[src/rtl/ahb_bus_arbiter_pkg.sv]
// ---------------------------------------------------------------------------
// ahb_bus_arbiter_pkg
//   Shared definitions for the central AHB arbiter and its picker:
//     - HTRANS encodings seen on the muxed master bus
//     - arbiter FSM state encodings (ARB_PARK / ARB_OWN)
//     - default master count and tenure-counter width
//   Imported by ahb_arb_pick and ahb_bus_arbiter.
// ---------------------------------------------------------------------------
package ahb_bus_arbiter_pkg;

  localparam logic [1:0] HTRANS_IDLE   = 2'b00;
  localparam logic [1:0] HTRANS_BUSY   = 2'b01;
  localparam logic [1:0] HTRANS_NONSEQ = 2'b10;
  localparam logic [1:0] HTRANS_SEQ    = 2'b11;

  localparam int DEF_NUM_M = 2;

  // Tenure counter is wide enough for the largest legal MAX_TENURE (255).
  localparam int CNT_W = 8;

  typedef enum logic [0:0] {
    ARB_PARK = 1'b0,
    ARB_OWN  = 1'b1
  } arb_state_e;

  // NONSEQ and SEQ both carry HTRANS[1]=1; only those count as transfers.
  function automatic logic htrans_active(input logic [1:0] htrans);
    return htrans[1];
  endfunction

endpackage

[src/rtl/ahb_arb_pick.sv]
// ---------------------------------------------------------------------------
// ahb_arb_pick
//   Purely combinational winner picker for the AHB arbiter.
//   Build option AHB_ARB_RR_EN:
//     defined   - round-robin: search starts at (owner+1) mod NUM_M and wraps,
//                 the owner itself is the last candidate.
//     undefined - fixed priority: lowest index wins.
//   In both modes 'excl' removes the current owner from the candidate set.
//
// Ports:
//   req    in  NUM_M  request vector (bit i = master i)
//   owner  in  MW     current address-phase owner
//   excl   in  1      exclude the owner from the search
//   win    out MW     winning master index (0 when vld=0)
//   vld    out 1      at least one eligible requester
// ---------------------------------------------------------------------------
module ahb_arb_pick
  import ahb_bus_arbiter_pkg::*;
#(
  parameter int NUM_M = DEF_NUM_M,
  parameter int MW    = 3
) (
  input  logic [NUM_M-1:0] req,
  input  logic [MW-1:0]    owner,
  input  logic             excl,
  output logic [MW-1:0]    win,
  output logic             vld
);

  logic [NUM_M-1:0] masked;

  always_comb begin
    masked = '0;
    for (int i = 0; i < NUM_M; i++) begin
      masked[i] = req[i] & ~(excl && (owner == MW'(i)));
    end
  end

`ifdef AHB_ARB_RR_EN
  // Rotating priority: candidate distance from (owner+1) modulo NUM_M; the
  // smallest distance wins, so the owner (distance NUM_M-1) is always last.
  always_comb begin
    int dist;
    int best;
    win  = '0;
    vld  = 1'b0;
    dist = 0;
    best = NUM_M;
    for (int i = 0; i < NUM_M; i++) begin
      dist = (i + NUM_M - int'(owner) - 1) % NUM_M;
      if (masked[i] && (dist < best)) begin
        best = dist;
        vld  = 1'b1;
        win  = MW'(i);
      end
    end
  end
`else
  always_comb begin
    win = '0;
    vld = 1'b0;
    for (int i = 0; i < NUM_M; i++) begin
      if (masked[i] && !vld) begin
        vld = 1'b1;
        win = MW'(i);
      end
    end
  end
`endif

endmodule

[src/rtl/ahb_bus_arbiter.sv]
// ---------------------------------------------------------------------------
// ahb_bus_arbiter
//   Central AHB arbiter sharing one AHB master port among NUM_M masters.
//   Re-arbitrates only on completed transfers (hready_i=1), never splits a
//   SEQ burst, and bounds bus tenure to MAX_TENURE transfers when another
//   master is waiting. Picker flavour is selected by AHB_ARB_RR_EN
//   (round-robin when defined, fixed lowest-index priority otherwise).
//
// Ports:
//   clk          in  1      system clock, rising edge
//   rst          in  1      asynchronous active-low reset
//   hbusreq_i    in  NUM_M  per-master bus request
//   htrans_i     in  2      HTRANS of the currently granted master
//   hready_i     in  1      bus HREADY, transfer completes this cycle
//   hgrant_o     out NUM_M  registered one-hot grant
//   hmaster_o    out MW     registered address-phase owner
//   hmaster_d_o  out MW     registered data-phase owner
//   parked_o     out 1      grant parked on DEF_MASTER with no request
// ---------------------------------------------------------------------------
module ahb_bus_arbiter
  import ahb_bus_arbiter_pkg::*;
#(
  parameter int NUM_M      = DEF_NUM_M,
  parameter int MW         = 3,
  parameter int DEF_MASTER = 0,
  parameter int MAX_TENURE = 8
) (
  input  logic             clk,
  input  logic             rst,
  input  logic [NUM_M-1:0] hbusreq_i,
  input  logic [1:0]       htrans_i,
  input  logic             hready_i,
  output logic [NUM_M-1:0] hgrant_o,
  output logic [MW-1:0]    hmaster_o,
  output logic [MW-1:0]    hmaster_d_o,
  output logic             parked_o
);

  localparam logic [MW-1:0]    DEF_IDX   = MW'(DEF_MASTER);
  localparam logic [NUM_M-1:0] DEF_GRANT = NUM_M'(1) << DEF_MASTER;
  localparam logic [CNT_W-1:0] TEN_MAX   = CNT_W'(MAX_TENURE);

  arb_state_e       state_p0;
  arb_state_e       state_nx;
  logic [MW-1:0]    owner_p0;
  logic [MW-1:0]    owner_nx;
  logic [MW-1:0]    owner_p1;
  logic [NUM_M-1:0] grant_p0;
  logic [NUM_M-1:0] grant_nx;
  logic [CNT_W-1:0] tenure_p0;
  logic [CNT_W-1:0] tenure_nx;

  logic             owner_req;
  logic             pick_excl;
  logic [MW-1:0]    pick_win;
  logic             pick_vld;

  function automatic logic [CNT_W-1:0] tenure_sat_inc(input logic [CNT_W-1:0] cnt);
    if (cnt >= TEN_MAX) begin
      return TEN_MAX;
    end
    return cnt + CNT_W'(1);
  endfunction

  // While owning, the picker only ever needs to look at the other masters:
  // in rule (b) the owner's request is already low, in rule (c) it must
  // yield. In PARK the default master is a legal winner.
  assign pick_excl = (state_p0 == ARB_OWN);

  ahb_arb_pick #(
    .NUM_M (NUM_M),
    .MW    (MW)
  ) u_pick (
    .req   (hbusreq_i),
    .owner (owner_p0),
    .excl  (pick_excl),
    .win   (pick_win),
    .vld   (pick_vld)
  );

  always_comb begin
    owner_req = 1'b0;
    for (int i = 0; i < NUM_M; i++) begin
      if (owner_p0 == MW'(i)) begin
        owner_req = hbusreq_i[i];
      end
    end
  end

  always_comb begin
    state_nx = state_p0;
    owner_nx = owner_p0;
    case (state_p0)
      ARB_PARK: begin
        if (pick_vld) begin
          state_nx = ARB_OWN;
          owner_nx = pick_win;
        end else begin
          owner_nx = DEF_IDX;
        end
      end
      ARB_OWN: begin
        // A SEQ beat belongs to a running burst: never re-arbitrate on it.
        if (htrans_i != HTRANS_SEQ) begin
          if (!owner_req) begin
            if (pick_vld) begin
              owner_nx = pick_win;
            end else begin
              state_nx = ARB_PARK;
              owner_nx = DEF_IDX;
            end
          end else if ((tenure_p0 == TEN_MAX) && pick_vld) begin
            owner_nx = pick_win;
          end
        end
      end
      default: begin
        state_nx = ARB_PARK;
        owner_nx = DEF_IDX;
      end
    endcase
  end

  always_comb begin
    grant_nx = '0;
    for (int i = 0; i < NUM_M; i++) begin
      grant_nx[i] = (owner_nx == MW'(i));
    end
  end

  // Leaving PARK clears the counter even when the default master itself
  // becomes owner (grant vector unchanged, tenure starts fresh).
  always_comb begin
    tenure_nx = tenure_p0;
    if ((owner_nx != owner_p0) || (state_p0 == ARB_PARK)) begin
      tenure_nx = '0;
    end else if (htrans_active(htrans_i)) begin
      tenure_nx = tenure_sat_inc(tenure_p0);
    end
  end

  // Stage p0: address-phase ownership; stage p1: data-phase owner.
  always_ff @(posedge clk or negedge rst) begin
    if (!rst) begin
      state_p0  <= ARB_PARK;
      owner_p0  <= DEF_IDX;
      owner_p1  <= DEF_IDX;
      grant_p0  <= DEF_GRANT;
      tenure_p0 <= '0;
    end else if (hready_i) begin
      state_p0  <= state_nx;
      owner_p0  <= owner_nx;
      owner_p1  <= owner_p0;
      grant_p0  <= grant_nx;
      tenure_p0 <= tenure_nx;
    end
  end

  assign hgrant_o    = grant_p0;
  assign hmaster_o   = owner_p0;
  assign hmaster_d_o = owner_p1;
  assign parked_o    = (state_p0 == ARB_PARK);

endmodule

[config.mk]
export PLATFORM = sky130hd
export DESIGN_NAME = ahb_bus_arbiter
export DESIGN_NICKNAME = d
export VERILOG_FILES = /design/src/rtl/ahb_bus_arbiter_pkg.sv /design/src/rtl/ahb_arb_pick.sv /design/src/rtl/ahb_bus_arbiter.sv
export SDC_FILE = /design/constraint.sdc
export NUM_CORES = 1
export LEC_CHECK = 0
export ABC_AREA = 1
export ABC_CLOCK_PERIOD_IN_PS = 1500
export BUFFER_PORTS_ARGS = -buffer_cell sky130_fd_sc_hd__buf_4
export CORE_AREA = 2 2 47 49
export DETAILED_ROUTE_END_ITERATION = 16
export DIE_AREA = 0 0 49 51
export PLACE_DENSITY = 0.71
export REMOVE_ABC_BUFFERS = 1
export SLEW_MARGIN = 10
export SYNTH_ARGS = -nofsm -noshare
export SYNTH_HDL_FRONTEND = slang
export SYNTH_SLANG_ARGS = --single-unit
[constraint.sdc]
create_clock -name clk -period 1.5 [get_ports clk]
set_input_delay 0.075 -clock clk [delete_from_list [all_inputs] [get_ports clk]]
set_output_delay 0.075 -clock clk [all_outputs]
set_load 0.03 [all_outputs]
==> impl_metrics.py, run 1 <==
metrics = {
    "status": {
        "violations": "setup timing",
        "status": "finished, violations left",
    },
    "setup_path": {
        "critPathSlowestCell": "dfrtp_1",
        "crit_fanout": 5,
        "r2r_cells": 13,
        "cpPeakStageDelay_ns": 0.42,
        "critical-path-top-delay-family": "simple AND/OR/NAND/NOR gates",
        "reg2reg_slack_ns": -0.11,
        "crit_required_ns": 1.73,
        "critPathBufInv": 1,
        "start_kind": "flip-flop",
        "cp-end-kind": "flip-flop",
        "crit_type": "flip-flop to flip-flop",
        "path_cells": "nor2_4 > nand3_2 > nand2_2 > nand2_2 > nand2_1 > nand2_1 > nand2_2 > nand2_4 > nand2_4 > nand2_4 > nand2_8 > inv_8 > nor2_2",
        "cp.arrival_ns": 1.84,
        "path_depth": 13,
    },
    "logic_synthesis": {
        "synth_top_family_by_area": "simple AND/OR/NAND/NOR gates",
        "postSynthCellCount": 105,
        "ys_top_cells_by_area": "dfrtp_1 (46%), nand2_1 (14%), inv_1 (5.6%)",
        "synth_area_per_cell_um2": 8.35,
        "synth_compound_area_frac": 0.0456,
        "synth_mux_area_frac": 0,
        "synth-edff-count": 0,
        "yosysTopAreaCell": "dfrtp_1",
        "synth-simple-area-share": 0.362,
        "netlist_area_um2": 877,
        "yosys_warnings": 0,
        "netlist-cell-type-count": 19,
        "synthTopCellsByCount": "nand2_1 (32), dfrtp_1 (16), inv_1 (13)",
        "ys_seq_area_frac": 0.486,
        "synth_top_flop_cell": "dfrtp_1",
        "ys_async_sr_fraction": 1.00,
        "post_synth_fa_ha_maj_area_fraction": 0.0285,
        "synth-seq-cells": 17,
        "synth-xor-area-share": 0.00999,
        "synth_top_area_share": 0.456,
        "synth_most_common_cell": "nand2_1",
    },
    "hold_path": {
        "hold_depth": 3,
        "min_path_type": "primary input to flip-flop",
    },
    "place": {
        "gp_congestion": 0.751,
        "place.detailed.hpwl_um": 1240,
        "io_buffer_count": 15,
        "place_ws_ns": -0.0621,
        "placedCellCount": 153,
    },
    "cells_and_area": {
        "area_growth_pct": 41.7,
        "nets": 149,
        "n_antenna_cell": 0,
        "drive_above_1_share": 0.403,
        "utilization": 0.602,
        "stdcell_count": 167,
    },
    "routing": {
        "first_pass_iters": 4,
        "drt-initial-drc-count": 19,
        "postRouteAntennaNets": 0,
        "routed_wirelength_um": 1950,
        "drt_drc_violations_left": 0,
        "vias_per_cell": 4.75,
        "wl_per_cell_um": 11.7,
        "vias": 793,
    },
    "clock_network": {
        "clk_pin_slew_ns": 0.10,
        "cts_tree": "built",
        "clkLatencyLatePin_ns": 0.30,
        "cts_buffers": 3,
        "clock_path_buffers": 2,
        "root_buffer": "clkbuf_4",
        "htreeDepth": 1,
        "cts_sinks": 17,
    },
    "global_route": {
        "gr-total-overflow": 0,
        "antenna_found_initial": 0,
        "grt_util_met2": 0.283,
        "grt_max_degree": 18,
        "grt.total_usage": 0.170,
        "top_usage_layer": "met2",
        "met3_usage": 0.0292,
        "grt_pass1_vias": 727,
        "met1_usage": 0.221,
        "grt_first_pass_wirelength_um": 3240,
    },
    "die": {
        "dieHeight_um": 51,
        "core_um2": 2060,
        "die_x_um": 49,
        "boundaryPins": 16,
        "die_area_um2": 2500,
        "initial_core_util": 0.425,
        "num_rows": 17,
    },
    "sta": {
        "rsz0062_at_grt": "yes",
        "hold_viol_final": 0,
        "layout_min_cycle_time_ns": 1.61,
        "skew_ns": 0.00932,
        "maxSlewViolCount": 0,
        "setup_ws_ns": -0.109,
        "fin_setup_tns_ns": -0.822,
        "setup_viol": 12,
        "fin_crit_sh": 1.07,
        "worstMarginPinSlew_ns": 0.311,
        "finalHoldWorstSlack_ns": 0.0530,
        "relSlewSlack": 0.792,
        "fmax_mhz": 622,
    },
    "pwr": {
        "power.density_nw_per_um2": 1480,
        "leakagePower_nw": 0.665,
        "vdd.ir_drop.worst_uv": 1150,
    },
    "job": {
        "max_cap_viol_count": 0,
    },
}
[flip-flops by register name, summed over array words and instances (netlist names)]
signal,flops
pick_excl,1
hmaster_d_o,3
hgrant_o,2
tenure_p0,8
hmaster_o,3
[repair_timing]
action | in CTS | in global routing
pin swaps | 4 | 10
resized for setup | 6 | 13
buffers inserted | 4 | 5
hold buffers | 1 | 0
endpoints found under the hold margin | 17 | 0
setup endpoints to repair | 13 | 13
[metal layers]
layer | routed length, µm | vias to the layer above
li1 | - | 403
met1 | 871 | 361
met2 | 974 | 26
met3 | 82 | 3
met4 | 27 | 0
met5 | 0 | -
[path summary, 6_finish.rpt]
path / from / to
worst max-delay path: hmaster_o[1] / tenure_p0[6]
worst min-delay path: htrans_i[1] / tenure_p0[2]
worst max register to register: hmaster_o[1] / tenure_p0[6]
worst min register to register: hgrant_o[0] / hgrant_o[0]
max in group asynchronous: rst / hgrant_o[0]
min in group asynchronous: rst / hmaster_o[2]
[final cells by class]
type / count / area, µm²
Clock buffer: 4 / 26.3
Fill cell: 200 / 821
Inverter: 14 / 60.1
Multi-Input combinational cell: 73 / 447
Sequential cell: 17 / 427
Tap cell: 28 / 35.0
Timing Repair Buffer: 31 / 248
[where the power goes]
group	switching (mW)	total [mW]	internal, mW	leakage [nW]
Sequential	0.0855	0.629	0.544	0.226
Clock	0.151	0.255	0.104	0.0150
Combinational	0.518	0.949	0.431	0.424
[per-stage QoR]
| step | total power [mW] | instance area, µm² |
|---|---|---|
| global route | 1.97 | 1240 |
| detailed placement | 1.32 | 1070 |
| finish | 1.83 | 1240 |
| floorplan | 1.07 | 873 |
| global placement | 1.30 | 1070 |
| CTS | 1.71 | 1160 |
[cell usage in the layout, fill, tap and decap left out]
cell type	netlist	routed
a21boi_0	2	2
buf_12	0	1
buf_4	0	29
clkbuf_1	1	1
clkbuf_4	0	3
dfrtp_1	16	16
dfstp_2	1	1
dlygate4sd3_1	0	1
ha_1	2	2
inv_1	13	12
inv_2	0	1
inv_8	0	1
nand2_1	32	25
nand2_2	2	8
nand2_4	3	3
nand2_8	0	1
nand3_1	8	6
nand3_2	0	2
nand3b_1	1	1
nand4_1	6	6
nor2_1	5	5
nor2_2	3	1
nor2_4	2	4
o21ai_0	5	3
o21ai_1	0	1
o21ai_2	0	1
or2_0	1	1
xnor2_1	1	1
[tightest hold or removal path, cell delays in order]
cell	delay, ns
buf_4	0.13
nand4_1	0.08
nand2_1	0.04
[logic make-up (layout without fill, tap and decap cells)]
family,count (synthesis),after routing
AO/OA/AOI/OAI,7,7
flip-flops,17,17
AND/OR/NAND/NOR,63,63
XOR/XNOR,1,1
buffers and inverters,15,49
adder cells (fa/ha/maj),2,2
(Power assumes the default switching activity.)
==> run 2: changes to the inputs <==
ABC_AREA = not set   (was 1)
CORE_AREA = 2 2 48 50   (was 2 2 47 49)
DIE_AREA = 0 0 50 52   (was 0 0 49 51)
PLACE_DENSITY = 0.74   (was 0.71)
==> impl_metrics.py, run 2 <==
metrics = {
    "routing": {
        "routed_wirelength_um": 2140,
        "postRouteAntennaNets": 0,
        "wl_per_cell_um": 14.5,
        "drt-initial-drc-count": 19,
        "vias": 818,
        "drt_drc_violations_left": 0,
        "first_pass_iters": 4,
        "vias_per_cell": 5.53,
    },
    "pwr": {
        "leakagePower_nw": 0.612,
        "vdd.ir_drop.worst_uv": 549,
        "power.density_nw_per_um2": 1020,
    },
    "clock_network": {
        "clock_path_buffers": 2,
        "htreeDepth": 1,
        "clk_pin_slew_ns": 0.11,
        "cts_tree": "built",
        "cts_sinks": 17,
        "root_buffer": "clkbuf_4",
        "cts_buffers": 3,
        "clkLatencyLatePin_ns": 0.30,
    },
    "sta": {
        "fmax_mhz": 631,
        "fin_crit_sh": 1.06,
        "layout_min_cycle_time_ns": 1.58,
        "worstMarginPinSlew_ns": 0.351,
        "hold_viol_final": 0,
        "setup_ws_ns": -0.0837,
        "maxSlewViolCount": 0,
        "rsz0062_at_grt": "yes",
        "relSlewSlack": 0.764,
        "fin_setup_tns_ns": -0.335,
        "setup_viol": 9,
        "skew_ns": 0.0127,
    },
    "global_route": {
        "grt_pass1_vias": 773,
        "grt.total_usage": 0.187,
        "gr-total-overflow": 0,
        "antenna_found_initial": 0,
        "grt_first_pass_wirelength_um": 3510,
        "grt_max_degree": 18,
    },
    "cells_and_area": {
        "top_register": "tenure_p0",
        "fillers": 175,
        "n_antenna_cell": 0,
        "final_common_cell": "buf_4",
        "final_cell_mix": "buf_4 (29), dfrtp_1 (15), inv_1 (8), mux2_2 (5)",
        "drive_above_1_share": 0.475,
        "nets": 130,
        "largest_reg_flops": 8,
        "multi_input_area_um2": 526,
        "finalInstanceArea_um2": 1280,
        "stdcell_count": 148,
        "regArea_um2": 428,
        "area_growth_pct": 32.3,
    },
    "place": {
        "io_buffer_count": 15,
        "gp_congestion": 0.829,
        "place.detailed.hpwl_um": 1570,
        "dpl_cell_area_um2": 1190,
        "placedCellCount": 142,
        "place_ws_ns": -0.119,
    },
    "logic_synthesis": {
        "synth_top_flop_cell": "dfrtp_1",
        "synth_most_common_cell": "dfrtp_1",
        "synthTopCellsByCount": "dfrtp_1 (16), inv_1 (9), mux2_2 (5)",
        "postSynthCellCount": 89,
        "ys_async_sr_fraction": 1.00,
        "ys_top_cells_by_area": "dfrtp_1 (41%), mux2_2 (5.8%), inv_1 (3.5%)",
        "synth-seq-cells": 17,
        "yosys_warnings": 0,
        "netlist-cell-type-count": 41,
        "ys_seq_area_frac": 0.442,
        "netlist_area_um2": 966,
        "yosysTopAreaCell": "dfrtp_1",
        "synth-edff-count": 0,
        "synth_area_per_cell_um2": 10.9,
        "synth_top_area_share": 0.415,
    },
    "die": {
        "core_um2": 2110,
        "num_rows": 17,
        "die_area_um2": 2600,
        "die_x_um": 50,
        "initial_core_util": 0.459,
        "boundaryPins": 16,
        "dieHeight_um": 52,
    },
    "setup_path": {
        "start_kind": "flip-flop",
        "crit_fanout": 8,
        "crit_required_ns": 1.69,
        "cp-end-kind": "flip-flop",
        "crit_type": "flip-flop to flip-flop",
        "cp.arrival_ns": 1.78,
    },
    "status": {
        "status": "finished, violations left",
        "violations": "setup timing",
    },
    "hold_path": {
        "min_path_type": "primary input to flip-flop",
    },
    "job": {
        "max_cap_viol_count": 0,
    },
}
run 2: timing repair:
| action | in CTS | in global routing |
|---|---|---|
| hold buffers | 1 | 0 |
| hold endpoints to repair | 17 | 0 |
| resized for setup | 9 | 2 |
| pin swaps | 11 | 6 |
| buffers inserted | 1 | 0 |
| endpoints found under the setup margin | 13 | 14 |
run 2: worst paths after layout:
path	startpoint	to	slack, ns	cells past startpoint
max reg2reg	tenure_p0[0]	tenure_p0[2]	-0.08	6
max in group asynchronous	rst	hgrant_o[0]	1.09	2
min	hready_i	hmaster_o[0]	0.1	2
min in group asynchronous	rst	hgrant_o[1]	0.16	2
max	tenure_p0[0]	tenure_p0[2]	-0.08	6
min reg2reg	hmaster_d_o[1]	hmaster_d_o[1]	0.52	1
run 2: layer usage:
metal,GRT usage,up-vias,share of wire
li1,-,390,-
met1,0.222,396,0.43
met2,0.318,26,0.51
met3,0.0345,6,0.047
met4,0.102,0,0.019
met5,0,-,0
run 2: cell families (layout without fill, tap and decap cells):
| logic type | Yosys count | in the layout | share of synthesized area |
|---|---|---|---|
| compound gates | 22 | 22 | 0.205 |
| buf+inv | 12 | 43 | 0.0518 |
| mux | 6 | 6 | 0.0686 |
| simple gates | 30 | 30 | 0.207 |
| fa+ha+maj | 2 | 2 | 0.0259 |
| flops | 17 | 17 | 0.442 |
run 2: stage by stage:
step	hold WS, ns	util	power (mW)
finish	0.0979	0.607	1.31
global route	0.109	0.607	1.38
CTS	0.0914	0.602	1.31
detailed placement	-0.0457	0.567	1.02
global placement	-0.0485	0.567	1.01
floorplan	-0.221	-	0.814
run 2: critical path, cell delays in order, from the launching register on:
cell and delay [ns]:
dfrtp_1 0.41, inv_2 0.07, ha_2 0.15, and3b_2 0.24
and2_4 0.17, o211ai_4 0.11, a221o_1 0.33
run 2: cell type report:
class / instances / area share
clock inverters: 1 / 0.00392
well taps: 28 / 0.0274
inverters: 9 / 0.0264
flip-flops and latches: 17 / 0.335
multi-input cells: 60 / 0.411
repair buffers: 30 / 0.178
clock buffers: 3 / 0.0176
run 2: where the power goes:
part,total [mW],switching [mW],internal (mW)
Clock,0.251,0.152,0.0992
Sequential,0.545,0.0366,0.509
Combinational,0.511,0.267,0.243
